[src/rtl/key_bounce_gen.sv]
// Mechanical key bounce generator: drives active-low key lines through a bounced
// press, a steady hold, and a bounced release, with segment lengths from an LFSR.
module key_bounce_gen #(
  parameter int unsigned KEY_W      = 3,
  parameter int unsigned BOUNCE_CNT = 4,
  parameter int unsigned BOUNCE_LOG = 4,
  parameter int unsigned HOLD_TIME  = 2_000_000
) (
  input  logic             clk,
  input  logic             rst,
  input  logic             start,
  input  logic             abort,
  input  logic [KEY_W-1:0] key_mask,
  output logic [KEY_W-1:0] key_out,
  output logic             busy,
  output logic             done
);

  localparam int unsigned SEG_N     = 2 * BOUNCE_CNT;
  localparam int unsigned SEG_W     = (SEG_N == 0) ? 1 : $clog2(SEG_N + 1);
  localparam int unsigned SEG_MAX   = 1 << BOUNCE_LOG;
  localparam int unsigned CNT_MAX   = (HOLD_TIME > SEG_MAX) ? HOLD_TIME : SEG_MAX;
  localparam int unsigned CNT_W     = $clog2(CNT_MAX + 1);
  localparam logic [15:0] LFSR_SEED = 16'hACE1;

  typedef enum logic [2:0] {
    IDLE,
    PRESS_BOUNCE,
    HOLD,
    RELEASE_BOUNCE,
    FINISH
  } state_t;

  state_t           state_q, state_d;
  logic [SEG_W-1:0] seg_q, seg_d, seg_inc;
  logic [CNT_W-1:0] cnt_q, cnt_d, cnt_run, seg_len;
  logic             first_q, first_d;
  logic [KEY_W-1:0] mask_q, mask_d;
  logic [KEY_W-1:0] key_d;
  logic             busy_d, done_d, low_d, seg_end;
  logic [15:0]      lfsr_q;
  logic             lfsr_fb;

  // Taps for x^16+x^14+x^13+x^11+1 in right-shift form
  assign lfsr_fb = lfsr_q[0] ^ lfsr_q[2] ^ lfsr_q[3] ^ lfsr_q[5];

  // Next state plus the registered output values for the following cycle
  always_comb begin
    state_d = state_q;
    seg_d   = seg_q;
    cnt_d   = cnt_q;
    first_d = first_q;
    mask_d  = mask_q;
    done_d  = 1'b0;
    busy_d  = 1'b0;
    low_d   = 1'b0;
    seg_len = CNT_W'(lfsr_q[BOUNCE_LOG-1:0]);
    seg_end = first_q ? (seg_len == '0) : (cnt_q == '0);
    cnt_run = first_q ? (seg_len - CNT_W'(1)) : (cnt_q - CNT_W'(1));
    seg_inc = seg_q + SEG_W'(1);

    case (state_q)
      IDLE: begin
        if (!abort && start) begin
          if (key_mask != '0) begin
            mask_d  = key_mask;
            seg_d   = '0;
            first_d = 1'b1;
            cnt_d   = CNT_W'(HOLD_TIME - 1);
            state_d = (SEG_N == 0) ? HOLD : PRESS_BOUNCE;
          end else begin
            done_d = 1'b1;
          end
        end
      end
      PRESS_BOUNCE: begin
        if (abort) begin
          state_d = IDLE;
        end else if (seg_end) begin
          first_d = 1'b1;
          if (seg_inc == SEG_W'(SEG_N)) begin
            state_d = HOLD;
            cnt_d   = CNT_W'(HOLD_TIME - 1);
          end else begin
            seg_d = seg_inc;
          end
        end else begin
          first_d = 1'b0;
          cnt_d   = cnt_run;
        end
      end
      HOLD: begin
        if (abort) begin
          state_d = IDLE;
        end else if (cnt_q == '0) begin
          state_d = RELEASE_BOUNCE;
          seg_d   = '0;
          first_d = 1'b1;
        end else begin
          cnt_d = cnt_q - CNT_W'(1);
        end
      end
      RELEASE_BOUNCE: begin
        // seg_q == SEG_N is the final released cycle before FINISH
        if (abort) begin
          state_d = IDLE;
        end else if (seg_q == SEG_W'(SEG_N)) begin
          state_d = FINISH;
          done_d  = 1'b1;
        end else if (seg_end) begin
          seg_d   = seg_inc;
          first_d = 1'b1;
        end else begin
          first_d = 1'b0;
          cnt_d   = cnt_run;
        end
      end
      FINISH: begin
        state_d = IDLE;
      end
      default: begin
        state_d = IDLE;
      end
    endcase

    // Even press segments and odd release segments hold the lines low
    case (state_d)
      PRESS_BOUNCE: begin
        busy_d = 1'b1;
        low_d  = ~seg_d[0];
      end
      HOLD: begin
        busy_d = 1'b1;
        low_d  = 1'b1;
      end
      RELEASE_BOUNCE: begin
        busy_d = 1'b1;
        low_d  = seg_d[0];
      end
      default: begin
        busy_d = 1'b0;
        low_d  = 1'b0;
      end
    endcase

    key_d = ~(mask_d & {KEY_W{low_d}});
  end

  always_ff @(posedge clk) begin
    if (rst) begin
      state_q <= IDLE;
      seg_q   <= '0;
      cnt_q   <= '0;
      first_q <= 1'b0;
      mask_q  <= '0;
      lfsr_q  <= LFSR_SEED;
      key_out <= '1;
      busy    <= 1'b0;
      done    <= 1'b0;
    end else begin
      state_q <= state_d;
      seg_q   <= seg_d;
      cnt_q   <= cnt_d;
      first_q <= first_d;
      mask_q  <= mask_d;
      lfsr_q  <= {lfsr_fb, lfsr_q[15:1]};
      key_out <= key_d;
      busy    <= busy_d;
      done    <= done_d;
    end
  end

endmodule

[config.mk]
export PLATFORM = sky130hd
export DESIGN_NAME = key_bounce_gen
export DESIGN_NICKNAME = d
export VERILOG_FILES = /design/src/rtl/key_bounce_gen.sv
export SDC_FILE = /design/constraint.sdc
export NUM_CORES = 1
export LEC_CHECK = 0
export CORE_ASPECT_RATIO = 0.6
export CORE_UTILIZATION = 35
export CTS_CLUSTER_DIAMETER = 100
export DETAILED_ROUTE_END_ITERATION = 16
export PLACE_DENSITY_LB_ADDON = 0.2
export SKIP_LAST_GASP = 1
export SLEW_MARGIN = 20
export SYNTH_ARGS = -nofsm -noshare
export SYNTH_HDL_FRONTEND = slang
export SYNTH_SLANG_ARGS = --single-unit
export TNS_END_PERCENT = 1
[constraint.sdc]
create_clock -name clk -period 5.2 [get_ports clk]
set_input_delay 1.04 -clock clk [delete_from_list [all_inputs] [get_ports clk]]
set_output_delay 1.04 -clock clk [all_outputs]
set_load 0.02 [all_outputs]
; After elaboration in Yosys (flattened, before gate mapping)
; Cells that the tools add are included.
[totals]
out_inout_bits = 5
reg_bits = 53
[op_classes]
reduce_logical = 11
mux = 53
n_bitwise = 6
n_eq_ne = 21
n_addsub = 3
[ops]
columns = operator, n
row1 = 2-to-1 mux 21 bit, 11
row2 = one-hot mux 21 bit (4 select lines), 1
row3 = 2-to-1 mux 4 bit, 10
row4 = 2-to-1 mux 3 bit, 12
row5 = inequality test 2 bit (second input constant), 12
row6 = logical NOT 21 bit, 1
row7 = subtractor 21 x 1 -> 21 bit (second input constant), 1
row8 = one-hot mux 4 bit (4 select lines), 1
row9 = 2-to-1 mux 1 bit, 14
row10 = == test 3 x 2 -> 1 bit (second input constant), 4
row11 = one-hot mux 3 bit (4 select lines), 1
row12 = AND reduction 11 bit, 1
row13 = AND reduction 10 bit, 1
row14 = == test 4 bit (second input constant), 2
row15 = AND reduction 8 bit, 1
row16 = == test 3 x 1 -> 1 bit (second input constant), 2
row17 = subtractor 4 x 1 -> 5 bit (second input constant), 1
row18 = adder 4 x 1 -> 4 bit (second input constant), 1
row19 = logical NOT 4 bit, 1
row20 = one-hot mux 1 bit (4 select lines), 1
row21 = nonzero test 4 bit, 1
row22 = bitwise AND 3 bit, 1
row23 = logical NOT 3 bit, 1
row24 = inequality test 3 bit (second input constant), 1
row25 = 9 further kinds, 11

; Depth between registers and ports, before layout
[logic_depth]
depth_word = 10
mapped_depth = 11
ltp_nobuf = 9

; Worst setup path after synthesis
; No wires, ideal clock.
[synth_timing]
kind = input-to-reg
start = input port abort
end = register cnt_q[0]
path_stages = 8
t_required_ns = 5.066
path_slack_ns = 2.280
arrival_time_ns = 2.786
cell_sequence = or2_2 a21oi_2 nand2_1 a311o_2 buf_6 or3_4 a221oi_1 a211oi_1
[synth_via]
elab_chain_cells = 4
elab_cells_between_ends = 7
[synth_lines]
columns = item, line_no
row1 = start: declaration, 12  ; input logic abort,
row2 = logical NOT 1 bit, 64  ; if (!abort && start) begin
row3 = logical AND 1 bit, 64
row4 = inequality test 2 bit (no source line), n/a
row5 = AND reduction 10 bit (no source line) (*), n/a
row6 = end signal: assignment, 163  ; cnt_q <= cnt_d;
row7 = end: declaration, 36  ; logic [CNT_W-1:0] cnt_q, cnt_d, cnt_run, seg_len;
; Every way passes the cells marked *; elsewhere a longest branch is shown, timed or not.
; A chain may end at the register's enable or synchronous reset.

; Worst setup path after layout
[layout_timing]
start = input port abort
end = register cnt_q[19]
; The elaborated chain is that of the path after synthesis.

==> metrics.txt <==
TNS Setup 0 ns; WL per Instance 15.56 um; CTS root buffer clkbuf_16; Post-synth top flop dfxtp_1; share of cells above drive strength 1 between 10% and 20%; Worst Path Buf+Inv 2; WL final 6.878 mm; CTS tree built; Slew @ Worst Pin 1.032 ns; sequential-to-total area share from yosys stat 38.39%; delay-heaviest family, CP compound AO/OA/AOI/OAI gates; main area contributors after synthesis dfxtp_1, a21oi_1, nor2_1; Post-Syn Nets 342; clk slew on worst S/H paths 0.07 ns; Area Overhead vs Synth 14.21%; ys async rst share 0%; Power Density 329.6 mW/mm2; die width 116.7 um; Max VDD drop 149.2 uV; crit path time final between 3 and 4 ns; initial DRC count 312; Leak 1.159 nW; post-route ant nets 0; diode count 0; Hold Buf Count CTS 0; status finished, final reports clean; Netlist cell types 56; Fmax achieved ~290 MHz; via count 2503; crit path max fanout 10; CP max-delay cell a311oi_2; CTS Buf Count 5; commonest non-fill, non-tap cell in the layout dfxtp_1; Max stage delay on crit path 0.67 ns; Port-buffer cells 11; post-CTS sizing 0; DP Wirelength 4.890 mm; Yosys warning count 0; cells after synthesis roughly 330; Rel. slew slack between 30% and 40%; Mapped Area about 0.0028 mm2; synthesized area per cell 8.401 um2; area leader, netlist dfxtp_1; worst hold path class flop to flop; synthesis-stage register bit count 53; setup violators final 0; largest net degree at the start of global routing 26; Worst setup EP type flop; RSZ-0062 raised after global routing no; clock skew 0.004119 ns; Placement Setup Slack 1.519 ns; Filler cells roughly 780; Final Cycle Share about two thirds; Die Area 0.008268 mm2; Pwr Total 1.040 mW; GP Congestion around 0.82; die height just over 70 um; Inst Count DP 434; clk_lat worst skew 0.29 ns; hold violation count in the final report 0; crit path cell chain clkdlybuf4s50_1, or2_2, a21oi_2, nand2_1, a311oi_2, buf_4, o21ai_0, a22oi_1, nor2_1; gr ovfl total 0; Worst Setup Path Type input port to flop; top cell type's share of synthesized area 38.39%; core area about 0.0074 mm2; # IOs 12; DRC viols 0; 1st-pass router iterations 5; vias in the first global route 2236; CP Launch Type input port; Post-CTS Setup Repair Bufs 0; max-cap violation count 0; crit path DAT approximately 3.6 ns; most frequent cells in the layout dfxtp_1, nor2_1, a21oi_1, nor3_1, nand2_1; number of flops mapped to enable cells by yosys 0; DR vias/cell 5.663; first-pass GRT wire length 11.59 mm; Worst Path Required 5.38 ns; Slew Limit Fails 0; initial antenna violation count 0; post-route insts no fill 442; fin nets 350; Clock Tree Buf Depth 2; clk sinks 53; final setup margin ~1.8 ns; initial core utilization 37.11%; global-route usage over all layers 18.11%; H-tree depth 2; number of core rows 24
## per-stage QoR
stage	hold WS, ns	util [%]	instance area, um2
floorplan	0.3895	-	2764
global placement	0.3945	39.84	2967
finish	0.4141	42.39	3157
global route	0.4264	42.39	3157
CTS	0.4160	42.39	3157
detailed placement	0.3930	39.84	2967
## flip-flops by register name (all words and copies together), names as in the netlist
| signal | count |
|---|---|
| first_q | 1 |
| cnt_q | 21 |
| busy | 1 |
| lfsr_q | 16 |
| seg_q | 4 |
| done | 1 |
| key_out | 3 |
| state_q | 3 |
| mask_q | 3 |
## path summary, 6_finish.rpt
path	startpoint	slack (ns)	endpoint	cells after the start
worst min register to register	lfsr_q[11]	0.41	lfsr_q[10]	1
worst max-delay path	abort	1.80	cnt_q[19]	9
worst min-delay path	lfsr_q[11]	0.41	lfsr_q[10]	1
worst max register to register	cnt_q[0]	2.23	key_out[1]	9
## kinds of logic (layout without fill, tap and decap cells)
logic type | count (synthesis) | count (layout) | share of synthesized area (%)
simple gates | 142 | 142 | 28.34
flops | 53 | 53 | 38.39
compound gates | 95 | 95 | 23.95
mux | 2 | 2 | 0.7243
fa+ha+maj | 6 | 6 | 2.716
xor+xnor | 7 | 7 | 2.218
buf+inv | 24 | 33 | 3.667
## cell type report
class / instances / area (um2) / share of cell area [%]
Sequential cell: 53 / 1061 / 33.61
Clock buffer: 5 / 125.1 / 3.964
Tap cell: 104 / 130.1 / 4.122
Timing Repair Buffer: 14 / 132.6 / 4.201
Inverter: 11 / 41.29 / 1.308
Multi-Input combinational cell: 252 / 1602 / 50.73
Clock inverter: 3 / 65.06 / 2.061
## routing by layer
| layer | part of all wire [%] | track usage, % | wire, um |
|---|---|---|---|
| met3 | 5.9 | 4.542 | 405 |
| met4 | 0.60 | 3.235 | 41 |
| met1 | 56 | 29.82 | 3873 |
| met2 | 37 | 22.81 | 2558 |
| met5 | 0 | 0 | 0 |
## cells in the mapped netlist (3+ instances only)
cell type	count
dfxtp_1	53
nor2_1	33
a21oi_1	28
nand2_1	18
nor3_1	18
o21ai_0	15
nand3_1	12
clkbuf_1	11
inv_1	11
or2_2	10
nor2b_1	9
o31ai_1	7
a22oi_1	6
ha_1	6
nor4_1	6
xor2_1	6
a211oi_1	5
or3_1	5
a221oi_1	4
nand2b_1	4
nand4b_1	4
o21ai_1	4
a211o_1	3
nand4_1	3
o221a_2	3
or4_1	3
## where the power goes
| part | switching (mW) | total [mW] | internal (mW) |
|---|---|---|---|
| Combinational | 0.0984 | 0.165 | 0.0661 |
| Clock | 0.149 | 0.424 | 0.275 |
| Sequential | 0.0230 | 0.452 | 0.429 |
| Total | 0.271 | 1.04 | 0.770 |
Power figures use the tool's default switching activity.
==> variant 1: new RTL, config.mk and constraints unchanged <==
The 5 states of `state_t` get a one-hot encoding in 5 bits.
--- a/src/rtl/key_bounce_gen.sv
+++ b/src/rtl/key_bounce_gen.sv
@@ -23,12 +23,12 @@
   localparam int unsigned CNT_W     = $clog2(CNT_MAX + 1);
   localparam logic [15:0] LFSR_SEED = 16'hACE1;
 
-  typedef enum logic [2:0] {
-    IDLE,
-    PRESS_BOUNCE,
-    HOLD,
-    RELEASE_BOUNCE,
-    FINISH
+  typedef enum logic [4:0] {
+    IDLE           = 5'b00001,
+    PRESS_BOUNCE   = 5'b00010,
+    HOLD           = 5'b00100,
+    RELEASE_BOUNCE = 5'b01000,
+    FINISH         = 5'b10000
   } state_t;
 
   state_t           state_q, state_d;
Function: same outputs for any inputs over 10 cycles, from zero or initial values and one cycle with rst high; not proved beyond that.
==> variant 1 against the original RTL <==
Worst setup slack better by 0.066 ns. Sequential cell count increased by 2. Final cell count rose by 6.3%. Via count up 3.0%. Cell area rose by 1.9%. Global-route usage fell by 1.0 points. Synthesized area is 5.2% higher. Power down 8.6%. Routed wire length increased by 1.9%. Non-clock buffer count down 2. Critical path type unchanged. Largest power group unchanged.
==> variant 1: results (changes against the original RTL) <==
stage,metric,value,unit,change
power_and_ir_drop,power.share.sequential,48.4,%,+5.0 points
route,via_per_inst,5.48,,-3.2%
min_path,hold_depth,1,,unchanged
cts,clk_pin_slew,0.07,ns,about the same
power_and_ir_drop,switchingPower,272,uW,+0.40%
grt,grt_pass1_vias,2305,,+3.1%
critical_path,r2r_cells,9,,unchanged
min_path,min_to,lfsr_q[11],,
yosys,netlist_top_cells_area,"dfxtp_1 38%, a21oi_1 6.5%, nor2_1 5.4%",,
route,drtIter0Drc,173,,-45%
yosys,ys_seq_area_share,37.9,%,-0.51 points
layout,largestRegisters,"cnt_q (21), lfsr_q (16), state_q (5)",,
layout,drive_above_1_share,8.84,%,-2.1 points
yosys,synth_cell_types,58,,+3.6%
power_and_ir_drop,peakVddDrop,0.182,mV,+22%
cts,htreeDepth,2,,unchanged
placed_design,dpl.hpwl,4940,um,+0.92%
yosys,synth_common_cells,"55 x dfxtp_1, 42 x nor2_1, 38 x a21oi_1",,
critical_path,path_max_fanout,21,,+11
grt,grt_start_max_net_pins,53,,+100%
cts,insertion_delay,0.30,ns,
critical_path,cp_data_arrival_time,3.55,ns,-0.03 ns
cts,cts.path.max_buffers,2,,unchanged
min_path,min_from,lfsr_q[12],,
yosys,synth_area_per_cell,8.03,sq um,-4.4%
critical_path,reg2reg_to,key_out[2],,
power_and_ir_drop,p_leak,0.00116,uW,-0.35%
critical_path,rrSetupSlack,1.98,ns,-0.25 ns
min_path,hold_class,reg -> reg,,
grt,grt_pass1_wl,11600,um,+0.11%
route,wl_per_cell,14.9,um,-4.2%
layout,finalNonFillerCells,470,,+6.3%
sta,slew_headroom,37.0,%,+6.2 points
cts,cts_buffers,5,,unchanged
grt,grt_usage,17.1,%,-1.0 points
sta,skew,0.00418,ns,+0.0000616 ns
placed_design,dp.cells,462,,+6.5%
placed_design,finalWeightedCongestion,0.842,,+2.8%
sta,setup_viol,0,,unchanged
layout,fillers,845,,+8.5%
power_and_ir_drop,clock_net_power,340,uW,-20%
status,status,finished clean,,
layout,fin_nets,374,,+6.9%
route,drtPass1Iterations,4,,-1
yosys,synthesis.nets,375,,+9.6%
cts,cts_resized,0,,unchanged
grt,antenna_found_initial,0,,unchanged
critical_path,cp_slowest_cell,and2_1,,
critical_path,r2r_start,cnt_q[0],,
-- variant 1: worst max-delay path by stage --
stage	start	end	cells after the start
6_report	abort	cnt_q[20]	8
5_1_grt	abort	cnt_q[6]	8
4_1_cts	abort	cnt_q[20]	8
3_5_place_dp	abort	cnt_q[20]	8
3_3_place_gp	abort	cnt_q[6]	8
2_1_floorplan	cnt_q[0]	key_out[1]	11
-- variant 1: final cells by class --
| cell class | count | area (sq um) | share of cell area [%] |
|---|---|---|---|
| timing repair buffer | 12 | 113 | 3.50 |
| sequential | 55 | 1100 | 34.2 |
| inverter | 9 | 33.8 | 1.05 |
| clock buffer | 5 | 125 | 3.89 |
| tap | 108 | 135 | 4.20 |
| clock inverter | 3 | 25.0 | 0.778 |
| multi-input combinational | 278 | 1680 | 52.3 |
-- variant 1: cell families after synthesis --
group / count (synthesis) / share of synthesized area [%]
adder cells (fa/ha/maj): 6 / 2.58
AO/OA/AOI/OAI: 102 / 22.3
AND/OR/NAND/NOR: 160 / 29.7
flip-flops: 55 / 37.9
buffers and inverters: 29 / 4.22
XOR/XNOR: 8 / 2.41
multiplexers: 2 / 0.861
-- variant 1: per-stage QoR --
stage / area [sq um] / utilization, % / setup WS (ns) / hold slack (ns) / total power, uW
floorplan: 2910 / - / 2.50 / 0.389 / 585
global placement: 3070 / 38.6 / 1.68 / 0.392 / 618
detailed placement: 3070 / 38.6 / 1.55 / 0.395 / 619
CTS: 3220 / 40.5 / 1.86 / 0.413 / 960
global route: 3220 / 40.5 / 1.60 / 0.425 / 999
finish: 3220 / 40.5 / 1.87 / 0.411 / 951
-- variant 1: metal layers --
metal  global-route usage, %  wire length, um  up-vias
li1                        -                -     1312
met1                    26.7             3880     1202
met2                    22.7             2620       59
met3                    4.30              465        4
met4                    4.03               47        0
met5                       0                0        -
==> variant 2: new RTL, same flow settings <==
Without the edit above. Change the parameter `BOUNCE_LOG` from 4 to 5.
--- a/src/rtl/key_bounce_gen.sv
+++ b/src/rtl/key_bounce_gen.sv
@@ -3,7 +3,7 @@
 module key_bounce_gen #(
   parameter int unsigned KEY_W      = 3,
   parameter int unsigned BOUNCE_CNT = 4,
-  parameter int unsigned BOUNCE_LOG = 4,
+  parameter int unsigned BOUNCE_LOG = 5,
   parameter int unsigned HOLD_TIME  = 2_000_000
 ) (
   input  logic             clk,
Check against the original RTL: not equivalent (Yosys sat finds a counterexample within 4 cycles, from zero or initial values and one cycle with rst high).
==> variant 2 against the original RTL <==
Fmax fell by 2.2%. Highest routed layer unchanged. Cell area is 5.9% higher. Synthesized area grew 9.9%. Largest power group unchanged. Sequential share of layout area shrank 1.9 points. Worst setup slack got worse by 0.075 ns. Routed wire length up 15%. Sequential cell count unchanged. Power fell by 2.1%. Core utilization down 1.3 points. Final cell count up 6.3%. Register-to-register slack got worse by 0.25 ns. Global-route usage increased by 0.52 points. Critical path type unchanged. Critical endpoint is now cnt_q[16].
==> variant 2: results (changes against the original RTL) <==
stage,metric,value,unit,change
grt,grt_usage,18.6,%,+0.52 points
yosys,async_flop_share,0,%,unchanged
cts,post_cts_buffers,0,,unchanged
sta,skew,0.00522,ns,+0.00110 ns
placed_design,finalWeightedCongestion,0.823,,+0.46%
grt,antenna_found_initial,0,,unchanged
power_and_ir_drop,p_leak,0.00118,uW,+1.6%
critical_path,critPathMaxStageDelay,0.77,ns,+0.10 ns
cts,cts_resized,0,,unchanged
layout,n_antenna_cell,0,,unchanged
layout,largestRegisters,"cnt_q (21), lfsr_q (16), seg_q (4)",,
status,status,finished clean,,
placed_design,dp_slack,1.42,ns,-0.0949 ns
cts,cts_buffers,5,,unchanged
critical_path,path_max_fanout,19,,+9
grt,grt_pass1_wl,12800,um,+11%
yosys,synthesis.nets,372,,+8.8%
cts,cts-root-buf,clkbuf_16,,
min_path,min_from,lfsr_q[14],,
critical_path,cp_top_family,compound AO/OA/AOI/OAI gates,,
critical_path,r2r_start,cnt_q[0],,
route,num_vias,2714,,+8.4%
layout,drive_above_1_share,12.7,%,+1.8 points
route,drt_wl_total,7880,um,+15%
placed_design,dpl.hpwl,5810,um,+19%
route,wl_per_cell,16.8,um,+7.7%
grt,grt_start_max_net_pins,22,,-15%
route,drc_errors,0,,unchanged
yosys,netlist_top_cells_area,"dfxtp_1 35%, a21oi_1 4.4%, nor3_1 3.8%",,
route,drtIter0Drc,170,,-46%
placed_design,post_dp_cell_area,3190,sq um,+7.6%
sta,worstMarginPinSlew,0.970,ns,-0.0614 ns
yosys,yosys_warnings,0,,unchanged
cts,clk_pin_slew,0.07,ns,about the same
critical_path,rrSetupSlack,1.98,ns,-0.25 ns
route,drtPass1Iterations,5,,unchanged
min_path,hold_depth,1,,unchanged
yosys,syn_inst,359,,+9.1%
placed_design,numPortBuffers,11,,unchanged
yosys,synthFlopType,dfxtp_1,,
critical_path,cp_slowest_cell,o311a_1,,
placed_design,dp.cells,462,,+6.5%
yosys,ys_seq_area_share,34.9,%,-3.5 points
cts,htreeDepth,2,,unchanged
layout,largest_reg_flops,21,,unchanged
grt,grt_pass1_vias,2429,,+8.6%
power_and_ir_drop,switching_share,31.6,%,+5.6 points
power_and_ir_drop,peakVddDrop,0.151,mV,+0.90%
min_path,hold_class,reg -> reg,,
cts,insertion_delay,0.30,ns,
yosys,synth_common_cells,"53 x dfxtp_1, 27 x a21oi_1, 24 x nor2_1",,
yosys,synth_cell_types,69,,+23%
critical_path,r2r_cells,8,,-1
min_path,min_to,lfsr_q[13],,
critical_path,reg2reg_to,cnt_q[10],,
cts,cts.path.max_buffers,2,,unchanged
layout,fillers,827,,+6.2%
grt,grt_overflow,0,,unchanged
variant 2: worst max-delay path by stage:
stage | from | slack, ns | cells past startpoint | to
finish | key_mask[1] | 1.72 | 7 | cnt_q[16]
global route | key_mask[1] | 1.53 | 7 | cnt_q[16]
CTS | key_mask[0] | 1.73 | 7 | cnt_q[16]
detailed placement | key_mask[1] | 1.42 | 7 | cnt_q[16]
global placement | key_mask[0] | 1.59 | 7 | cnt_q[16]
floorplan | abort | 2.63 | 8 | cnt_q[3]
variant 2: cell families after synthesis:
group	count (synthesis)	synth area share, %
multiplexers	4	1.32
adder cells (fa/ha/maj)	6	2.47
AO/OA/AOI/OAI	105	24.9
flip-flops	53	34.9
AND/OR/NAND/NOR	147	28.5
buffers and inverters	36	5.60
XOR/XNOR	8	2.31
variant 2: cell type report:
cell class / instances / share of cell area (%)
inverter: 19 / 2.13
clock inverter: 3 / 0.786
tap: 108 / 4.04
multi-input combinational: 270 / 54.0
clock buffer: 5 / 3.74
timing repair buffer: 12 / 3.52
sequential: 53 / 31.7
variant 2: worst reg2reg max path: stages (launching register included):
cell	delay, ns
dfxtp_1	0.34
inv_1	0.09
ha_1	0.19
nor3b_2	0.47
and4b_1	0.38
a21boi_2	0.15
o311ai_4	0.87
o31ai_1	0.34
a311oi_1	0.29
variant 2: power by group through the flow:
stage	clock network, uW	logic [uW]	registers (uW)
2_1_floorplan	0	165	458
4_1_cts	362	202	460
3_3_place_gp	0	199	469
5_1_grt	377	225	464
3_5_place_dp	0	201	469
6_report	354	204	460
variant 2: per-layer routing:
layer / share of wire [%] / routed length [um] / vias to the layer above / global-route usage (%)
met5: 0 / 0 / - / 0
met3: 5.4 / 423 / 7 / 4.45
li1: - / - / 1347 / -
met2: 37 / 2950 / 66 / 24.5
met1: 56 / 4450 / 1294 / 29.4
met4: 0.75 / 59 / 0 / 4.47
variant 2: through the flow:
stage	power (uW)	hold slack, ns	utilization (%)
after floorplan	624	0.389	-
after global routing	1070	0.431	41.1
after global placement	667	0.391	39.2
final	1020	0.411	41.1
after detailed placement	670	0.395	39.2
after CTS	1020	0.412	41.1
